## src/rtl/rv32im_br_unit_pkg.sv

```systemverilog
// rv32im_br_unit_pkg
// Shared definitions for the branch resolution unit: funct3 compare
// selects, BHT counter reset value, FSM state encoding and the 2-bit
// saturating counter update helper.
// Ports: none (package).
package rv32im_br_unit_pkg;

  localparam int BR_OPCODE_WIDTH = 3;

  localparam logic [BR_OPCODE_WIDTH-1:0] BR_OPCODE_BEQ  = 3'b000;
  localparam logic [BR_OPCODE_WIDTH-1:0] BR_OPCODE_BNE  = 3'b001;
  localparam logic [BR_OPCODE_WIDTH-1:0] BR_OPCODE_BLT  = 3'b100;
  localparam logic [BR_OPCODE_WIDTH-1:0] BR_OPCODE_BGE  = 3'b101;
  localparam logic [BR_OPCODE_WIDTH-1:0] BR_OPCODE_BLTU = 3'b110;
  localparam logic [BR_OPCODE_WIDTH-1:0] BR_OPCODE_BGEU = 3'b111;

  // Weakly not-taken: one taken outcome flips the prediction.
  localparam logic [1:0] BHT_INIT = 2'b01;

  typedef enum logic {
    BR_ST_RUN    = 1'b0,
    BR_ST_SHADOW = 1'b1
  } br_state_e;

  function automatic logic [1:0] sat_update(input logic [1:0] ctr, input logic taken);
    logic [1:0] res;
    res = ctr;
    if (taken && ctr != 2'b11) res = ctr + 2'b01;
    if (!taken && ctr != 2'b00) res = ctr - 2'b01;
    return res;
  endfunction

endpackage

```

## src/rtl/rv32im_br_unit_if.sv

```systemverilog
// rv32im_br_unit_if
// Groups the fetch lookup, EX resolve and redirect/statistics signals of
// the branch unit. The master modport is the pipeline side, the slave
// modport is the branch unit.
// Signals: fetch_pc_i/fetch_pred_taken_o (BHT lookup), res_* and operand
// inputs (resolve), redirect_*/misaligned_o (registered pulses),
// link_pc_o (rd write value), br_count_o/mispred_count_o (statistics).
interface rv32im_br_unit_if
  import rv32im_br_unit_pkg::*;
#(
  parameter int API_ADDR_WIDTH = 32,
  parameter int API_DATA_WIDTH = 32,
  parameter int CNT_WIDTH      = 16
);

  logic [API_ADDR_WIDTH-1:0]  fetch_pc_i;
  logic                       fetch_pred_taken_o;
  logic                       res_valid_i;
  logic [API_ADDR_WIDTH-1:0]  res_pc_i;
  logic                       res_pred_taken_i;
  logic                       res_conditional_i;
  logic                       res_jal_i;
  logic                       res_jalr_i;
  logic [BR_OPCODE_WIDTH-1:0] br_opcode_i;
  logic [API_DATA_WIDTH-1:0]  rs1_i;
  logic [API_DATA_WIDTH-1:0]  rs2_i;
  logic [API_DATA_WIDTH-1:0]  imm_i;
  logic                       redirect_valid_o;
  logic [API_ADDR_WIDTH-1:0]  redirect_pc_o;
  logic [API_ADDR_WIDTH-1:0]  link_pc_o;
  logic                       misaligned_o;
  logic [CNT_WIDTH-1:0]       br_count_o;
  logic [CNT_WIDTH-1:0]       mispred_count_o;

  modport master (
    output fetch_pc_i, res_valid_i, res_pc_i, res_pred_taken_i,
           res_conditional_i, res_jal_i, res_jalr_i, br_opcode_i,
           rs1_i, rs2_i, imm_i,
    input  fetch_pred_taken_o, redirect_valid_o, redirect_pc_o,
           link_pc_o, misaligned_o, br_count_o, mispred_count_o
  );

  modport slave (
    input  fetch_pc_i, res_valid_i, res_pc_i, res_pred_taken_i,
           res_conditional_i, res_jal_i, res_jalr_i, br_opcode_i,
           rs1_i, rs2_i, imm_i,
    output fetch_pred_taken_o, redirect_valid_o, redirect_pc_o,
           link_pc_o, misaligned_o, br_count_o, mispred_count_o
  );

endinterface

```

## src/rtl/rv32im_br_unit_bht.sv

```systemverilog
// rv32im_br_bht
// Branch history table of 2-bit saturating counters.
// Ports: clk, rst (async active-high, all entries to weakly not-taken),
// rd_idx/rd_taken (combinational lookup, counter MSB),
// wr_en/wr_idx/wr_taken (saturating increment on taken, decrement otherwise).
// The read port sees the pre-update value when both ports hit one entry.
module rv32im_br_bht
  import rv32im_br_unit_pkg::*;
#(
  parameter int ENTRIES = 64,
  parameter int IDX_W   = $clog2(ENTRIES)
) (
  input  logic             clk,
  input  logic             rst,
  input  logic [IDX_W-1:0] rd_idx,
  output logic             rd_taken,
  input  logic             wr_en,
  input  logic [IDX_W-1:0] wr_idx,
  input  logic             wr_taken
);

  logic [1:0] ctr [ENTRIES];

  assign rd_taken = ctr[rd_idx][1];

  always_ff @(posedge clk or posedge rst) begin
    if (rst) begin
      for (int i = 0; i < ENTRIES; i++) ctr[i] <= BHT_INIT;
    end else if (wr_en) begin
      ctr[wr_idx] <= sat_update(ctr[wr_idx], wr_taken);
    end
  end

endmodule

```

## src/rtl/rv32im_br_unit.sv

```systemverilog
// rv32im_br_unit
// Resolves conditional branches, JAL and JALR in EX with its own operand
// comparator, trains the BHT used by fetch, issues a registered one-cycle
// redirect (or misaligned-target pulse) on mispredict and keeps saturating
// branch/mispredict statistics.
// Ports: clk_i, rst_i (async active-high), bus (slave side of
// rv32im_br_unit_if: fetch lookup, resolve inputs, redirect/link/stats).
module rv32im_br_unit
  import rv32im_br_unit_pkg::*;
#(
  parameter int API_ADDR_WIDTH = 32,
  parameter int API_DATA_WIDTH = 32,
  parameter int BHT_ENTRIES    = 64,
  parameter int CNT_WIDTH      = 16
) (
  input  logic           clk_i,
  input  logic           rst_i,
  rv32im_br_unit_if.slave bus
);

  localparam int IDX_W = $clog2(BHT_ENTRIES);

  br_state_e state_q, state_d;

  logic                      cmp_taken;
  logic                      is_jalr, is_jal, is_cond;
  logic                      taken, mispredict, tgt_misaligned;
  logic [API_ADDR_WIDTH-1:0] pc_imm, jalr_sum, target, link_pc, new_pc;
  logic                      accept, redirect_fire, mis_fire, bht_we, stat_inc_br, stat_inc_mp;

  logic                      redirect_valid_q, misaligned_q;
  logic [API_ADDR_WIDTH-1:0] redirect_pc_q;
  logic [CNT_WIDTH-1:0]      br_count_q, mispred_count_q;

  // Comparator: undefined funct3 codes resolve as not taken.
  always_comb begin
    cmp_taken = 1'b0;
    case (bus.br_opcode_i)
      BR_OPCODE_BEQ:  cmp_taken = (bus.rs1_i == bus.rs2_i);
      BR_OPCODE_BNE:  cmp_taken = (bus.rs1_i != bus.rs2_i);
      BR_OPCODE_BLT:  cmp_taken = ($signed(bus.rs1_i) <  $signed(bus.rs2_i));
      BR_OPCODE_BGE:  cmp_taken = ($signed(bus.rs1_i) >= $signed(bus.rs2_i));
      BR_OPCODE_BLTU: cmp_taken = (bus.rs1_i <  bus.rs2_i);
      BR_OPCODE_BGEU: cmp_taken = (bus.rs1_i >= bus.rs2_i);
      default:        cmp_taken = 1'b0;
    endcase
  end

  // Kind decode with jalr > jal > conditional priority, so at most one is set.
  assign is_jalr = bus.res_jalr_i;
  assign is_jal  = bus.res_jal_i & ~bus.res_jalr_i;
  assign is_cond = bus.res_conditional_i & ~bus.res_jal_i & ~bus.res_jalr_i;

  assign pc_imm   = bus.res_pc_i + API_ADDR_WIDTH'(bus.imm_i);
  assign jalr_sum = API_ADDR_WIDTH'(bus.rs1_i + bus.imm_i);
  assign target   = is_jalr ? {jalr_sum[API_ADDR_WIDTH-1:1], 1'b0} : pc_imm;
  assign link_pc  = bus.res_pc_i + API_ADDR_WIDTH'(4);

  // Fetch never predicts jump targets, so every jump costs a redirect.
  assign taken          = is_jalr | is_jal | (is_cond & cmp_taken);
  assign mispredict     = is_jalr | is_jal | (is_cond & (cmp_taken != bus.res_pred_taken_i));
  assign tgt_misaligned = taken & target[1];
  assign new_pc         = taken ? target : link_pc;

  // State register.
  always_ff @(posedge clk_i or posedge rst_i) begin
    if (rst_i) state_q <= BR_ST_RUN;
    else       state_q <= state_d;
  end

  // Next state: the shadow covers the single wrong-path slot after a flush.
  always_comb begin
    state_d = state_q;
    case (state_q)
      BR_ST_RUN:    if (accept && (mispredict || tgt_misaligned)) state_d = BR_ST_SHADOW;
      BR_ST_SHADOW: state_d = BR_ST_RUN;
      default:      state_d = BR_ST_RUN;
    endcase
  end

  // Output decode: a misaligned taken target replaces the redirect pulse.
  always_comb begin
    accept        = bus.res_valid_i & (state_q == BR_ST_RUN);
    redirect_fire = accept & mispredict & ~tgt_misaligned;
    mis_fire      = accept & tgt_misaligned;
    bht_we        = accept & is_cond;
    stat_inc_br   = accept;
    stat_inc_mp   = redirect_fire | mis_fire;
  end

  // Registered pulses; redirect_pc holds until the next real redirect.
  always_ff @(posedge clk_i or posedge rst_i) begin
    if (rst_i) begin
      redirect_valid_q <= 1'b0;
      misaligned_q     <= 1'b0;
      redirect_pc_q    <= '0;
    end else begin
      redirect_valid_q <= redirect_fire;
      misaligned_q     <= mis_fire;
      if (redirect_fire) redirect_pc_q <= new_pc;
    end
  end

  // Saturating statistics counters.
  always_ff @(posedge clk_i or posedge rst_i) begin
    if (rst_i) begin
      br_count_q      <= '0;
      mispred_count_q <= '0;
    end else begin
      if (stat_inc_br && br_count_q != '1) br_count_q <= br_count_q + CNT_WIDTH'(1);
      if (stat_inc_mp && mispred_count_q != '1) mispred_count_q <= mispred_count_q + CNT_WIDTH'(1);
    end
  end

  rv32im_br_bht #(
    .ENTRIES (BHT_ENTRIES)
  ) u_bht (
    .clk      (clk_i),
    .rst      (rst_i),
    .rd_idx   (bus.fetch_pc_i[IDX_W+1:2]),
    .rd_taken (bus.fetch_pred_taken_o),
    .wr_en    (bht_we),
    .wr_idx   (bus.res_pc_i[IDX_W+1:2]),
    .wr_taken (cmp_taken)
  );

  assign bus.redirect_valid_o = redirect_valid_q;
  assign bus.redirect_pc_o    = redirect_pc_q;
  assign bus.misaligned_o     = misaligned_q;
  assign bus.link_pc_o        = link_pc;
  assign bus.br_count_o       = br_count_q;
  assign bus.mispred_count_o  = mispred_count_q;

endmodule

```

## src/flat_wrapper.sv

```systemverilog
// flat-port wrapper written by rule: the top's interface ports become plain ports
module rv32im_br_unit_flat import rv32im_br_unit_pkg::*;
#(
  parameter int API_ADDR_WIDTH = 32,
  parameter int API_DATA_WIDTH = 32,
  parameter int BHT_ENTRIES    = 64,
  parameter int CNT_WIDTH      = 16
)
  (clk_i, rst_i, bus_fetch_pc_i, bus_res_valid_i, bus_res_pc_i, bus_res_pred_taken_i, bus_res_conditional_i, bus_res_jal_i, bus_res_jalr_i, bus_br_opcode_i, bus_rs1_i, bus_rs2_i, bus_imm_i, bus_fetch_pred_taken_o, bus_redirect_valid_o, bus_redirect_pc_o, bus_link_pc_o, bus_misaligned_o, bus_br_count_o, bus_mispred_count_o);
  rv32im_br_unit_if #(.API_ADDR_WIDTH(API_ADDR_WIDTH), .API_DATA_WIDTH(API_DATA_WIDTH), .CNT_WIDTH(CNT_WIDTH)) bus_i ();
  input  logic clk_i;
  input  logic rst_i;
  input wire logic [$bits(bus_i.fetch_pc_i)-1:0] bus_fetch_pc_i;
  input wire logic [$bits(bus_i.res_valid_i)-1:0] bus_res_valid_i;
  input wire logic [$bits(bus_i.res_pc_i)-1:0] bus_res_pc_i;
  input wire logic [$bits(bus_i.res_pred_taken_i)-1:0] bus_res_pred_taken_i;
  input wire logic [$bits(bus_i.res_conditional_i)-1:0] bus_res_conditional_i;
  input wire logic [$bits(bus_i.res_jal_i)-1:0] bus_res_jal_i;
  input wire logic [$bits(bus_i.res_jalr_i)-1:0] bus_res_jalr_i;
  input wire logic [$bits(bus_i.br_opcode_i)-1:0] bus_br_opcode_i;
  input wire logic [$bits(bus_i.rs1_i)-1:0] bus_rs1_i;
  input wire logic [$bits(bus_i.rs2_i)-1:0] bus_rs2_i;
  input wire logic [$bits(bus_i.imm_i)-1:0] bus_imm_i;
  output wire logic [$bits(bus_i.fetch_pred_taken_o)-1:0] bus_fetch_pred_taken_o;
  output wire logic [$bits(bus_i.redirect_valid_o)-1:0] bus_redirect_valid_o;
  output wire logic [$bits(bus_i.redirect_pc_o)-1:0] bus_redirect_pc_o;
  output wire logic [$bits(bus_i.link_pc_o)-1:0] bus_link_pc_o;
  output wire logic [$bits(bus_i.misaligned_o)-1:0] bus_misaligned_o;
  output wire logic [$bits(bus_i.br_count_o)-1:0] bus_br_count_o;
  output wire logic [$bits(bus_i.mispred_count_o)-1:0] bus_mispred_count_o;
  assign bus_i.fetch_pc_i = bus_fetch_pc_i;
  assign bus_i.res_valid_i = bus_res_valid_i;
  assign bus_i.res_pc_i = bus_res_pc_i;
  assign bus_i.res_pred_taken_i = bus_res_pred_taken_i;
  assign bus_i.res_conditional_i = bus_res_conditional_i;
  assign bus_i.res_jal_i = bus_res_jal_i;
  assign bus_i.res_jalr_i = bus_res_jalr_i;
  assign bus_i.br_opcode_i = bus_br_opcode_i;
  assign bus_i.rs1_i = bus_rs1_i;
  assign bus_i.rs2_i = bus_rs2_i;
  assign bus_i.imm_i = bus_imm_i;
  assign bus_fetch_pred_taken_o = bus_i.fetch_pred_taken_o;
  assign bus_redirect_valid_o = bus_i.redirect_valid_o;
  assign bus_redirect_pc_o = bus_i.redirect_pc_o;
  assign bus_link_pc_o = bus_i.link_pc_o;
  assign bus_misaligned_o = bus_i.misaligned_o;
  assign bus_br_count_o = bus_i.br_count_o;
  assign bus_mispred_count_o = bus_i.mispred_count_o;
  rv32im_br_unit #(.API_ADDR_WIDTH(API_ADDR_WIDTH), .API_DATA_WIDTH(API_DATA_WIDTH), .BHT_ENTRIES(BHT_ENTRIES), .CNT_WIDTH(CNT_WIDTH)) u_core (.clk_i(clk_i), .rst_i(rst_i), .bus(bus_i));
endmodule
```

## config.mk

```make
export PLATFORM = sky130hd
export DESIGN_NAME = rv32im_br_unit_flat
export DESIGN_NICKNAME = d
export VERILOG_FILES = /design/src/rtl/rv32im_br_unit_pkg.sv /design/src/rtl/rv32im_br_unit_if.sv /design/src/rtl/rv32im_br_unit_bht.sv /design/src/rtl/rv32im_br_unit.sv /design/src/flat_wrapper.sv
export SDC_FILE = /design/constraint.sdc
export NUM_CORES = 1
export LEC_CHECK = 0
export CAP_MARGIN = 40
export CORE_UTILIZATION = 55
export DETAILED_ROUTE_END_ITERATION = 10
export HOLD_SLACK_MARGIN = 0.05
export PLACE_DENSITY = 0.91
export SLEW_MARGIN = 0
export SYNTH_ARGS = -nofsm -noshare
export SYNTH_HDL_FRONTEND = slang
export SYNTH_HIERARCHICAL = 1
export SYNTH_SLANG_ARGS = --single-unit
```

## constraint.sdc

```tcl
create_clock -name clk_i -period 7.4 [get_ports clk_i]
set_input_delay 1.85 -clock clk_i [delete_from_list [all_inputs] [get_ports clk_i]]
set_output_delay 1.85 -clock clk_i [all_outputs]
set_load 0.02 [all_outputs]
```

==> impl_metrics.env <==
export IMPL_outcome="complete, no violations"
export IMPL_fin_area_um2=18390
export IMPL_synth_net_count=1893
export IMPL_cts_hold_fix_buffers=0
export IMPL_drc=0
export IMPL_grt_pass1_vias=14330
export IMPL_leakagePower_nw=7.824
export IMPL_pre_cts_ws_ns=0.6743
export IMPL_rr_startpoint="u_core/u_bht/ctr[42]"
export IMPL_worstSetupPathType="in -> out"
export IMPL_syn_mean_instance_area_um2=9.283
export IMPL_grt_use_total=0.3476
export IMPL_slowest_stage="clkdlybuf4s50_1"
export IMPL_initial_core_util=0.5606
export IMPL_clock_path_buffers=2
export IMPL_hold_class="reg -> reg"
export IMPL_synth_top_area_frac=0.2176
export IMPL_die_w_um=167.5
export IMPL_port_buffers=242
export IMPL_reg2regPathDepth=12
export IMPL_finalCritPeriodShare=0.9244
export IMPL_path_buf_inv=2
export IMPL_skew_ns=0.01639
export IMPL_drtIter0Drc=1785
export IMPL_n_antenna_cell=0
export IMPL_cp_start_kind="input pin"
export IMPL_ys_seq_area_frac=0.3292
export IMPL_numClockSinks=195
export IMPL_finalSetupViolations=0
export IMPL_cts_buffers_inserted=17
export IMPL_crit_path_max_fanout=4
export IMPL_ys_ff_latch=195
export IMPL_yosys_area_top_type="dfrtp_1"
export IMPL_regToRegEndpoint="u_core/u_bht/ctr[3]"
export IMPL_period_needed_ns=6.840
export IMPL_ys_flop_type="dfrtp_1"
export IMPL_grt_max_degree=72
export IMPL_synth_cell_area_um2=15070
export IMPL_finalPower_w=0.003552
export IMPL_die_y_um=167.5
export IMPL_cp_cell_sequence="clkdlybuf4s50_1 > nand2_1 > nor3_1 > and3_1 > nand4_1 > nor2_1 > nand3_1 > xnor2_1 > clkdlybuf4s50_1"
export IMPL_area_growth_pct=22.06
export IMPL_cap_violations=0
export IMPL_critical_path_top_delay_family="simple AND/OR/NAND/NOR gates"
export IMPL_worst_slack_ns=0.5597
export IMPL_synth_distinct_cells=90
export IMPL_postCtsSetupBuffers=0
export IMPL_place_gp_congestion=1.013
export IMPL_via_per_inst=6.565
export IMPL_cts_root_buf="clkbuf_16"
export IMPL_seq_area_um2=4960
export IMPL_wl_per_cell_um=22.03
export IMPL_overflow=0
export IMPL_dieArea_um2=28060
export IMPL_dp_hpwl_um=35990
export IMPL_slowest_delay_ns=0.65
export IMPL_p_per_area_nw_per_um2=193.1
export IMPL_synth_area_leaders="dfrtp_1 22%, dfstp_2 11%, ha_1 8.1%"
export IMPL_grt_setup_unrepaired="false"
export IMPL_ios=269
export IMPL_crit_top_cell="clkdlybuf4s50_1"
export IMPL_vias=14400
export IMPL_cp_startpoint="bus_res_pc_i[3]"
export IMPL_cp_required_ns=5.55
export IMPL_h_tree_depth=4
export IMPL_synthCells=1623
export IMPL_tns_ns=0
export IMPL_grt_pass1_wl_um=76730
export IMPL_placed_area_um2=17770
export IMPL_drive_gt1_frac=0.1609
export IMPL_min_to="u_core/u_bht/ctr[60]"
export IMPL_arrival_ns=4.99
export IMPL_coreArea_um2=26880
export IMPL_hold_path_startpoint="u_core/u_bht/ctr[60]"
export IMPL_worst_setup_path_end_kind="output pin"
export IMPL_multi_input_area_um2=9454
export IMPL_antenna_found_initial=0
export IMPL_cts_resized_gates=0
export IMPL_whs_ns=0.4685
export IMPL_relSlewSlack=0.3298
export IMPL_ir_drop_uv=203.1
export IMPL_clk_pin_slew_ns=0.07
export IMPL_hold_viol=0
export IMPL_synth_edff_count=0
export IMPL_r2r_setup_slack_ns=3.60
export IMPL_fmax_mhz=146.2
export IMPL_insertion_delay_ns=0.45
export IMPL_rows=60
export IMPL_synthArstFlopShare=1.000
export IMPL_fin_nets=2109
export IMPL_report_final_slew_viol_count=0
export IMPL_wl_um=48320
export IMPL_final_fill_count=1999
export IMPL_synth_warnings=6
export IMPL_firstDrtPassIters=6
export IMPL_cts_tree="done"
export IMPL_hold_path_depth=2
export IMPL_ant_nets=0
export IMPL_tightest_slew_ns=1.002
-- synth_stat cells, types with 7 or more instances --
library cell	count
buf_2	16
o31ai_1	24
and4_1	9
nand3_1	45
dfstp_2	64
a221oi_1	9
mux4_2	27
buf_4	7
o211ai_1	9
ha_1	98
xor2_1	27
nand2_1	228
xnor2_1	80
clkbuf_1	33
dfrtp_1	131
mux2i_1	23
o21ai_2	30
inv_1	67
o21a_1	9
mux2_2	86
a21o_1	31
o21ai_1	19
a31oi_1	7
a211oi_1	37
o21bai_1	10
a22oi_1	9
o21ai_0	74
nand4_1	36
nor2b_1	13
and2_1	11
a21oi_1	73
buf_6	12
and3_1	22
nand3b_1	9
nor3_1	25
nor2_1	85
o22ai_1	10
nand2b_1	11
-- worst max-delay path by stage --
| stage | slack, ns | cells past startpoint | to |
|---|---|---|---|
| 2_1_floorplan | 1.22 | 5 | bus_fetch_pred_taken_o |
| 3_3_place_gp | 0.64 | 9 | bus_link_pc_o[31] |
| 3_5_place_dp | 0.67 | 9 | bus_link_pc_o[31] |
| 4_1_cts | 0.67 | 9 | bus_link_pc_o[31] |
| 5_1_grt | 0.32 | 9 | bus_link_pc_o[31] |
| 6_report | 0.56 | 9 | bus_link_pc_o[31] |
-- area by class of cell --
cell class | count | share of cell area
Inverter | 69 | 0.01422
Sequential cell | 195 | 0.2697
Tap cell | 341 | 0.02320
Clock buffer | 18 | 0.02388
Clock inverter | 14 | 0.009661
Timing Repair Buffer | 269 | 0.1453
Multi-Input combinational cell | 1287 | 0.5141
-- worst register-to-register path: stages (launching register included) --
cell,delay (ns)
dfstp_2,0.38
mux2_4,0.26
a221o_1,0.38
a221oi_2,0.32
o22ai_1,0.17
or4_4,0.63
inv_1,0.10
ha_1,0.28
nor3_1,0.23
a21oi_1,0.06
o211ai_1,0.09
buf_4,0.55
mux2_2,0.31
-- kinds of logic after synthesis --
logic type	share of synthesized area
AND/OR/NAND/NOR	0.1657
AO/OA/AOI/OAI	0.1912
flip-flops	0.3292
buffers and inverters	0.04418
multiplexers	0.1217
XOR/XNOR	0.06403
adder cells (fa/ha/maj)	0.08404
-- placed cells by master (no fill, tap or decap), types with 31 or more instances in the layout --
cell type	synthesis	final
nand3_1	45	45
xnor2_1	80	80
dfrtp_1	131	131
nor2_1	85	85
mux2_2	86	86
clkdlybuf4s50_1	0	239
o21ai_0	74	74
nand4_1	36	36
a211oi_1	37	37
a21o_1	31	31
ha_1	98	98
nand2_1	228	228
inv_1	67	65
dfstp_2	64	64
a21oi_1	73	73
-- metrics by stage --
step | util | instances
after floorplan | - | 1623
after global placement | 0.6580 | 2154
after detailed placement | 0.6613 | 2161
after CTS | 0.6843 | 2193
after global routing | 0.6843 | 2193
final | 0.6843 | 2193
-- registers in the layout, indices dropped and copies added (netlist names) --
register	flops
u_core/bus.br_count_o	16
u_core/bus.redirect_valid_o	1
u_core/bus.mispred_count_o	16
u_core/state_q	1
u_core/bus.redirect_pc_o	32
u_core/u_bht/ctr	128
u_core/bus.misaligned_o	1
-- report_power, final --
group | internal, W | total, W | switching, W
Clock | 0.000470 | 0.000945 | 0.000475
Sequential | 0.00120 | 0.00130 | 0.000102
Combinational | 0.000569 | 0.00131 | 0.000739
Total | 0.00224 | 0.00355 | 0.00132
-- layer usage --
layer  part of all wire  vias up  GRT usage
met1               0.38     6821     0.4308
li1                   -     6411          -
met5                  0        -          0
met4              0.055        0     0.1935
met2               0.46      946     0.5636
met3               0.10      218    0.07658
(Power assumes the default switching activity.)
